`src/rtl/fios_result_normalizer.sv`:
```
// Normalizes a stream of 34-bit redundant DSP words into 17-bit limbs by
// carry propagation, buffering the limbs in a small first-word-fall-through FIFO.
module fios_result_normalizer #(
  parameter int LIMB_COUNT = 8,
  parameter int FIFO_DEPTH = 4
) (
  input  logic        clock_i,
  input  logic        reset_i,
  input  logic        start_i,
  input  logic        P_valid_i,
  input  logic [33:0] P_i,
  output logic        P_ready_o,
  output logic [16:0] limb_o,
  output logic        limb_valid_o,
  input  logic        limb_ready_i,
  output logic        limb_last_o,
  output logic [17:0] carry_o,
  output logic        done_o,
  output logic        busy_o
);

  localparam int CNT_W = $clog2(LIMB_COUNT);
  localparam int PTR_W = $clog2(FIFO_DEPTH);

  typedef enum logic [1:0] {
    ST_IDLE,
    ST_ACCUM,
    ST_FLUSH
  } state_t;

  state_t             r_state;
  state_t             w_state_next;
  logic [CNT_W-1:0]   r_count;
  logic [17:0]        r_carry_q;
  logic [17:0]        r_carry_out;
  logic               r_done;
  logic [PTR_W:0]     r_wr_ptr;
  logic [PTR_W:0]     r_rd_ptr;
  logic [17:0]        r_mem [FIFO_DEPTH];

  logic [34:0]        w_sum;
  logic               w_last_word;
  logic               w_full;
  logic               w_empty;
  logic               w_push;
  logic               w_pop;
  logic               w_pop_last;
  logic [17:0]        w_head;

  // Full carry-save sum: 34-bit word plus an 18-bit carry never overflows 35 bits.
  assign w_sum       = {1'b0, P_i} + {17'b0, r_carry_q};
  assign w_last_word = (r_count == CNT_W'(LIMB_COUNT - 1));

  // Pointers carry one extra wrap bit so full and empty are distinguishable.
  assign w_empty = (r_wr_ptr == r_rd_ptr);
  assign w_full  = (r_wr_ptr == {~r_rd_ptr[PTR_W], r_rd_ptr[PTR_W-1:0]});
  assign w_head  = r_mem[r_rd_ptr[PTR_W-1:0]];

  assign P_ready_o    = (r_state == ST_ACCUM) && !w_full;
  assign limb_valid_o = !w_empty;
  assign limb_o       = w_empty ? 17'd0 : w_head[17:1];
  assign limb_last_o  = w_empty ? 1'b0  : w_head[0];
  assign carry_o      = r_carry_out;
  assign done_o       = r_done;
  assign busy_o       = (r_state != ST_IDLE);

  assign w_push     = P_valid_i && P_ready_o;
  assign w_pop      = limb_valid_o && limb_ready_i;
  assign w_pop_last = w_pop && w_head[0];

  always_ff @(posedge clock_i) begin
    if (reset_i) begin
      r_state <= ST_IDLE;
    end else begin
      r_state <= w_state_next;
    end
  end

  always_comb begin
    // NOTE: default first so every path assigns the next state; otherwise a latch is inferred.
    w_state_next = r_state;
    unique case (r_state)
      ST_IDLE:  if (start_i)                   w_state_next = ST_ACCUM;
      ST_ACCUM: if (w_push && w_last_word)     w_state_next = ST_FLUSH;
      ST_FLUSH: if (w_pop_last)                w_state_next = ST_IDLE;
      default:                                 w_state_next = ST_IDLE;
    endcase
  end

  always_ff @(posedge clock_i) begin
    if (reset_i) begin
      // NOTE: non-blocking assignments keep every register sampling pre-edge values.
      r_count     <= '0;
      r_carry_q   <= '0;
      r_carry_out <= '0;
      r_done      <= 1'b0;
      r_wr_ptr    <= '0;
      r_rd_ptr    <= '0;
    end else begin
      r_done <= w_pop_last;

      if ((r_state == ST_IDLE) && start_i) begin
        r_count     <= '0;
        r_carry_q   <= '0;
        r_carry_out <= '0;
      end

      if (w_push) begin
        r_carry_q <= w_sum[34:17];
        r_wr_ptr  <= r_wr_ptr + 1'b1;
        if (w_last_word) begin
          r_count     <= '0;
          r_carry_out <= w_sum[34:17];
        end else begin
          r_count <= r_count + CNT_W'(1);
        end
      end

      if (w_pop) begin
        r_rd_ptr <= r_rd_ptr + 1'b1;
      end
    end
  end

  // NOTE: storage is not reset; emptied pointers and gated outputs hide stale contents.
  always_ff @(posedge clock_i) begin
    if (w_push) begin
      r_mem[r_wr_ptr[PTR_W-1:0]] <= {w_sum[16:0], w_last_word};
    end
  end

endmodule

```
`config.mk`:
```
export PLATFORM = sky130hd
export DESIGN_NAME = fios_result_normalizer
export DESIGN_NICKNAME = d
export VERILOG_FILES = /design/src/rtl/fios_result_normalizer.sv
export SDC_FILE = /design/constraint.sdc
export NUM_CORES = 1
export LEC_CHECK = 0
export CORE_MARGIN = 4
export CORE_UTILIZATION = 50
export DETAILED_ROUTE_END_ITERATION = 10
export PLACE_DENSITY = 0.73
export SLEW_MARGIN = 20
export SYNTH_ARGS = -nofsm -noshare
export SYNTH_HDL_FRONTEND = slang
export SYNTH_SLANG_ARGS = --single-unit
```
`constraint.sdc`:
```
create_clock -name clock_i -period 2.7 [get_ports clock_i]
set_input_delay 0.405 -clock clock_i [delete_from_list [all_inputs] [get_ports clock_i]]
set_output_delay 0.405 -clock clock_i [all_outputs]
set_load 0.01 [all_outputs]
```
== After elaboration in Yosys (flattened, before gate mapping) ==
Memory sizes are Yosys's and may differ from the RTL's. A register that Yosys moved wholly into a read port is not among the register bits.
Index checks and enable logic that the tools add are counted.

* Flip-flop bits (word level): 48
* Bits in latches: 0
* Bits in writable memories: 72
* Bits in read-only memories: 0
* Output and inout bits: 40
* Logic and storage cells: 51
* Memories: 1

{| class="wikitable"
|+ Memory list
! name !! words !! bits a word !! rd ports !! clocked after memory_dff !! write ports !! RTL line !! RTL
|-
| r_mem || 4 || 18 || 1 || 1 || 1 || 39 || <nowiki>logic [17:0] r_mem [FIFO_DEPTH];</nowiki>
|}

* Add/sub/neg operators: 4
* Multiply operators: 0
* Divide/modulo/power cells: 0
* Magnitude comparators: 0
* Equal/unequal tests: 8
* Shift operators: 0
* Muxes and demuxes: 18
* Bitwise operators: 1
* Reductions and logical operators: 12

{| class="wikitable"
|+ Operators with widths
! cell !! number
|-
| $mux W18 || 5
|-
| $add A34 B18 Y35 || 1
|-
| $mux W17 || 1
|-
| $mux W2 || 5
|-
| $add A3 B1 Y3 const B || 3
|-
| $mux W3 || 3
|-
| $eq A3 B3 Y1 || 2
|-
| $logic_and A1 B1 Y1 || 6
|-
| $pmux W2 S3 || 1
|-
| $ne A2 B2 Y1 const B || 2
|-
| $reduce_bool A2 Y1 || 2
|-
| $eq A3 B3 Y1 const B || 1
|-
| $mux W1 || 3
|-
| $reduce_and A3 Y1 || 1
|-
| $eq A2 B1 Y1 const B || 1
|-
| $eq A2 B2 Y1 const B || 1
|-
| $logic_not A1 Y1 || 2
|-
| $logic_not A2 Y1 || 1
|-
| $ne A2 B1 Y1 const B || 1
|-
| $not A1 Y1 || 1
|}

== Longest topological paths before layout ==
Gate-level depths: netlist of the first run.

* Depth in word-level cells: 8
* Depth in mapped cells: 9
* Gate-level depth less buffers: 8

== Worst setup path before layout of the first run ==
Ideal clock, no wire load.

* Path type: input port to flip-flop
* From: in P_i[12]
* To: reg r_carry_q[13]
* Library setup time: 0.117 ns
* Arrival: 2.309 ns
* Required time: 2.583 ns
* Setup slack: 0.274 ns
* Cell stages on the path: 8
* Path through: ha_1 > clkbuf_1 > nand2_1 > or4_1 > o22ai_2 > buf_2 > mux2i_1 > nand2_1

* Longest elaborated chain between the ends: 2

{| class="wikitable"
|+ Ends and longest elaborated chain
! element !! RTL line !! RTL
|-
| from (decl) || 11 || <nowiki>input logic [33:0] P_i,</nowiki>
|-
| $add A34 B18 Y35 || 51 || <nowiki>assign w_sum = {1'b0, P_i} + {17'b0, r_carry_q};</nowiki>
|-
| $mux W18 || 108 || <nowiki>if (w_push) begin</nowiki>
|-
| to (signal assigned) || 109 || <nowiki>r_carry_q <= w_sum[34:17];</nowiki>
|-
| to (decl) || 34 || <nowiki>logic [17:0] r_carry_q;</nowiki>
|}

Every way passes these cells.
A chain may end at the register's enable or synchronous reset.

== Final worst setup path of the first run ==
* From: reg r_wr_ptr[2]
* To: out limb_o[12]

* Longest elaborated chain between the ends: 2

{| class="wikitable"
|+ Ends and longest elaborated chain
! element !! RTL line !! RTL
|-
| from (decl) || 37 || <nowiki>logic [PTR_W:0] r_wr_ptr;</nowiki>
|-
| from (signal assigned) || 110 || <nowiki>r_wr_ptr <= r_wr_ptr + 1'b1;</nowiki>
|-
| $eq A3 B3 Y1 || 55 || <nowiki>assign w_empty = (r_wr_ptr == r_rd_ptr);</nowiki>
|-
| $mux W17 || 61 || <nowiki>assign limb_o = w_empty ? 17'd0 : w_head[17:1];</nowiki>
|-
| to (decl) || 13 || <nowiki>output logic [16:0] limb_o,</nowiki>
|}

Every way passes these cells.

==> metrics.cfg, run 1 <==
[critical_path]
worstPathCellList = xor2_2, buf_4, nand3b_1, buf_4, and2_1, clkdlybuf4s50_1
crit_type = reg2out
ff2ff_setup_slack_ps = 230
cpPeakStageDelay_ps = 480
timing.rr.end = carry_o[11]
rr_startpoint = r_carry_q[0]
crit_fanout = 6
crit_family = buffers and inverters
cpMostUsedCell = buf_4
arrival_ps = 2250
cp.buffers_inverters = 3
worstRegToRegCells = 8
critPathLaunchType = flip-flop
endpoint_kind = primary output
crit_required_ps = 2300
crit_slowest_cell = clkdlybuf4s50_1

[global_routing]
grt_pass1_wl_mm = 27.0
grt_pass1_vias = 5325
track_usage_pct = 23.7
grt_max_degree = 31
grt_antenna_before_repair = 0
gr-total-overflow = 0

[timing]
fmax_ghz = 0.376
post-route-period-util_pct = 98.4
relSlewSlack_pct = 43.5
worstMarginPinSlew_ps = 846
tns_ps = 0
min_period_ps = 2660
slew_violations = 0
hold_viol = 0
whs_ps = 475
fin_worst_skew_ps = 6.50
setup_violations = 0
rsz0062_at_grt = yes

[route]
wirelength_mm = 17.1
wl_per_cell_microns = 18.6
final_antenna_net_count = 0
firstDrtPassIters = 5
drc = 0
drtIter0Drc = 399
avgViaCountPerCell = 5.91
dr_total_vias = 5420

[floorplanning]
core_sq_mm = 0.0126
start_util_pct = 51.2
dieHeight_microns = 122
dieWidth_microns = 122
rows = 41
dieArea_sq_mm = 0.0148
num_io_pins = 79

[synthesis]
syn_inst = 597
yosysMostFrequentCell = edfxtp_1
syn_nets = 662
synth.avg_cell_area_sq_um = 10.8
synth.largest_area_cell = edfxtp_1
ys_top_cells_by_count = 72 x edfxtp_1, 56 x nand2_1, 50 x dfxtp_1, 36 x nand3_1, 34 x clkbuf_1
synth-seq-cells = 122
synth_cell_types = 61
synth_area_leaders = edfxtp_1 33%, dfxtp_1 16%, mux4_2 6.3%
ys_async_sr_fraction_pct = 0
synth_edf_count = 72
yosysWarnings = 0
dominantRegCellSynth = edfxtp_1
synth_top_area_share_pct = 33.5
ys_seq_area_share_pct = 49.0
syn_area_sq_mm = 0.00646

[layout]
syn_to_final_growth_pct = 33.7
diodes = 0
fin_util_pct = 68.4
nNetsFinal = 797
design_area_sq_mm = 0.00863
final_layout_size_suffix_gt1_share_pct = 20.9

[worst_hold_path]
holdCritStartpoint = r_carry_q[17]
hold_depth = 2
hold_class = reg2reg
holdPathEnd = r_carry_q[17]

[flow_run]
maxCapViolCount = 0

[placed_design]
gp_congestion = 0.898
placed_cell_area_sq_mm = 0.00791
hpwl_mm = 11.9
port_buffers = 78

[run_status]
status = finished, final reports clean

[power_and_ir_drop]
ir_drop_uv = 375
power_leakage_uw = 0.00336
powerDensity_mw_per_mm2 = 632
finalPower_uw = 5460

[cts]
cts_buffers = 17
cts_sinks = 122
cts_tree = done
clock_latency_ps = 420
clockBufferDepth = 2
postCtsHoldBufs = 0
cts_root_buf = clkbuf_16
h-tree-depth = 4
clkTransAtPathRegs_ps = 60

## worst max path at each step
stage | startpoint | to | slack [ps] | cells past startpoint
floorplan | P_i[12] | r_carry_q[13] | 270 | 8
global placement | P_i[0] | carry_o[11] | -290 | 9
detailed placement | P_i[0] | carry_o[11] | -330 | 9
CTS | r_wr_ptr[2] | limb_o[10] | 30 | 6
global route | r_rd_ptr[2] | limb_o[3] | -30 | 6
finish | r_wr_ptr[2] | limb_o[12] | 40 | 6
## state kept, by name, indices dropped and copies added (netlist names), named ones only
register	count
done_o	1
r_mem	72
r_state	2
carry_o	18
r_wr_ptr	3
r_count	3
r_rd_ptr	3
r_carry_q	18
## worst register-to-register path, cell delays in order, from the launching register on
cell and delay (ps):
dfxtp_1 350, ha_2 200, fa_1 200, a21oi_1 110
o211a_1 270, or3_1 370, a2111o_1 410, or4_1 420
nand3_1 90
## layout make-up
class | count | area (sq um)
clock buffer | 17 | 425
fill | 946 | 3990
tap | 172 | 215
timing repair buffer | 158 | 1440
multi-input combinational | 423 | 3130
inverter | 10 | 37.5
sequential | 122 | 3170
clock inverter | 15 | 221
## cells by family after synthesis
kind of cell               synth area share [%]
and+or+nand+nor                            18.4
xor gates and xnor gates                   2.85
buffers and inverters                      3.10
AOI/OAI and AO/OA                          13.2
DFF                                        49.0
muxes                                      8.31
adders and majority gates                  5.15
## per-layer routing
layer,vias to the layer above,global-route usage (%),wire (microns)
met1,2646,29.0,7000
met3,35,5.71,996
li1,2543,-,-
met4,0,9.17,422
met5,-,0,0
met2,196,40.7,8670
## power breakdown
part / leakage (uW) / internal [uW] / total (uW) / switching, uW
Clock: 0.000317 / 1640 / 2490 / 854
Sequential: 0.00106 / 2060 / 2090 / 30.4
Combinational: 0.00198 / 429 / 873 / 444
Total: 0.00336 / 4130 / 5460 / 1330
## cells in the final DEF, fill, tap and decap left out, drive strengths merged, types with 5 or more instances in the layout
master         netlist  layout
and2                32      32
nand3               36      36
nand3b               7       7
a21oi               30      30
or4                  9       9
xnor2               10      10
buf                  8      80
a32oi                9       9
edfxtp              72      72
a31o                 5       5
clkdlybuf4s50        0      74
nor2                27      27
nor4                 8       8
nand4                8       8
bufinv               0       5
ha                  25      25
nand2b               7       7
nor3                17      17
dfxtp               50      50
o211a                6       6
nand2               56      56
clkbuf              34      17
o211ai              13      13
inv                 10      12
clkinv               0       7
and3                 9       9
a31oi                6       6
o21ai               18      18
xor2                11      11
mux4                18      18
mux2i               12      12
## repair_timing
| item | CTS | global route |
|---|---|---|
| gates cloned | 0 | 2 |
| pin swaps | 0 | 3 |
| endpoints found under the hold margin | 0 | 0 |
| buffers inserted | 0 | 2 |
| resized for setup | 2 | 16 |
| setup endpoints to repair | 18 | 14 |
## stage by stage
| stage | instances | worst slack, ps |
|---|---|---|
| after global routing | 917 | -25.0 |
| after floorplan | 597 | 274 |
| after global placement | 881 | -288 |
| after detailed placement | 881 | -329 |
| final | 917 | 42.0 |
| after CTS | 913 | 25.7 |
(Power assumes the default switching activity.)
==> inputs of run 2 (changes only) <==
CORE_MARGIN = 1.5   (was 4)
HOLD_SLACK_MARGIN = 0.05   (was unset)
==> metrics.cfg, run 2 (synthesis results as in run 1) <==
[run_status]
status = finished, final reports clean

[critical_path]
crit_type = in2reg
crit_required_ps = 3060  ; +760 ps
crit_fanout = 3  ; -3
critPathLaunchType = input pin
arrival_ps = 2970  ; +720 ps
endpoint_kind = flip-flop

[power_and_ir_drop]
powerDensity_mw_per_mm2 = 620  ; -1.9%
finalPower_uw = 5300  ; -2.8%
power_leakage_uw = 0.00324  ; -3.4%
ir_drop_uv = 273  ; -27%

[route]
dr_total_vias = 5405  ; -0.28%
firstDrtPassIters = 5  ; unchanged
drtIter0Drc = 470  ; +18%
avgViaCountPerCell = 5.93  ; +0.27%
wl_per_cell_microns = 18.4  ; -1.3%
drc = 0  ; unchanged
final_antenna_net_count = 0  ; unchanged
wirelength_mm = 16.8  ; -1.9%

[layout]
nFillCells = 964  ; +1.9%
register_area_sq_mm = 0.00317  ; about the same
largest_register_ffs = 72  ; unchanged
final_layout_size_suffix_gt1_share_pct = 19.2  ; -1.8 points
nNetsFinal = 792  ; -0.63%
multiInputGateArea_sq_mm = 0.00313  ; about the same
final_cell_mix = 78 x clkdlybuf4s50_1, 72 x edfxtp_1, 70 x buf_4
diodes = 0  ; unchanged
final_common_cell = clkdlybuf4s50_1
syn_to_final_growth_pct = 32.5

[cts]
cts_setup_buffers = 0  ; unchanged
cts_tree = done
h-tree-depth = 4  ; unchanged
clkTransAtPathRegs_ps = 60  ; about the same
cts_buffers = 17  ; unchanged
cts_root_buf = clkbuf_16
clockBufferDepth = 2  ; unchanged
clock_latency_ps = 420  ; about the same
cts_sinks = 122  ; unchanged

[timing]
fin_worst_skew_ps = 5.34  ; -1.15 ps
min_period_ps = 2610  ; -50.8 ps
relSlewSlack_pct = 39.9  ; -3.6 points
setup_violations = 0  ; unchanged
worstMarginPinSlew_ps = 900  ; +54.0 ps
rsz0062_at_grt = no
fmax_ghz = 0.384  ; +1.9%
post-route-period-util_pct = 96.6  ; -1.9 points
setup_slack_ps = 92.8  ; +50.8 ps
hold_viol = 0  ; unchanged
slew_violations = 0  ; unchanged

[floorplanning]
dieHeight_microns = 117  ; -4.1%
dieArea_sq_mm = 0.0136  ; -8.1%
start_util_pct = 51.2  ; unchanged
dieWidth_microns = 117  ; -4.1%
num_io_pins = 79  ; unchanged
rows = 41  ; unchanged
core_sq_mm = 0.0126  ; unchanged

[global_routing]
track_usage_pct = 26.6  ; +2.9 points
grt_pass1_wl_mm = 27.2  ; +0.74%
grt_antenna_before_repair = 0  ; unchanged
gr-total-overflow = 0  ; unchanged
grt_max_degree = 31  ; unchanged
grt_pass1_vias = 5414  ; +1.7%

[placed_design]
hpwl_mm = 11.8  ; -0.93%
port_buffers = 78  ; unchanged
dp_worst_setup_slack_ps = -325  ; +4.38 ps
gp_congestion = 0.898  ; about the same

[flow_run]
maxCapViolCount = 0  ; unchanged

[worst_hold_path]
hold_class = reg2reg

[run 2: final cells by class]
cell class	instances	area share [%]
Multi-Input combinational cell	423	36.6
Tap cell	172	2.52
Timing Repair Buffer	153	16.3
Clock buffer	20	5.11
Sequential cell	122	37.0
Clock inverter	12	2.02
Inverter	10	0.439
[run 2: critical path, stage by stage]
cell	delay (ps)
clkdlybuf4s50_1	480
ha_1	190
fa_1	210
a21oi_1	110
o211a_1	270
or3_1	380
a2111o_1	410
or4_1	410
nand3_1	100
[run 2: repair_timing]
item,in CTS,in global routing
resized for setup,2,4
hold buffers,0,0
cloned,0,0
endpoints found under the hold margin,0,0
endpoints found under the setup margin,18,18
[run 2: metrics by stage]
step / std cells / cell area (sq um) / hold slack (ps) / utilization, % / setup TNS, ps
floorplan: 597 / 6460 / 429 / - / 0
global route: 912 / 8550 / 508 / 67.8 / 0
global placement: 880 / 7910 / 454 / 62.7 / -2280
detailed placement: 880 / 7910 / 453 / 62.7 / -6010
CTS: 912 / 8530 / 466 / 67.6 / 0
finish: 912 / 8550 / 465 / 67.8 / 0
[run 2: power by group]
part | internal, uW | switching [uW]
registers | 2060 | 35.4
clock network | 1540 | 829
logic | 419 | 420
[run 2: final timing paths]
path | startpoint | to | slack [ps] | depth (start not counted)
max | P_i[0] | carry_o[11] | 90 | 9
min | r_carry_q[17] | r_carry_q[17] | 470 | 2
max reg2reg | r_carry_q[0] | carry_o[11] | 220 | 8
min reg2reg | r_carry_q[17] | r_carry_q[17] | 470 | 2
[run 2: layer usage]
metal	vias to the layer above	wire, microns	track usage, %
met1	2638	6920	31.9
met5	-	0	0
met2	193	8420	46.5
li1	2544	-	-
met4	0	374	9.16
met3	30	1060	7.27
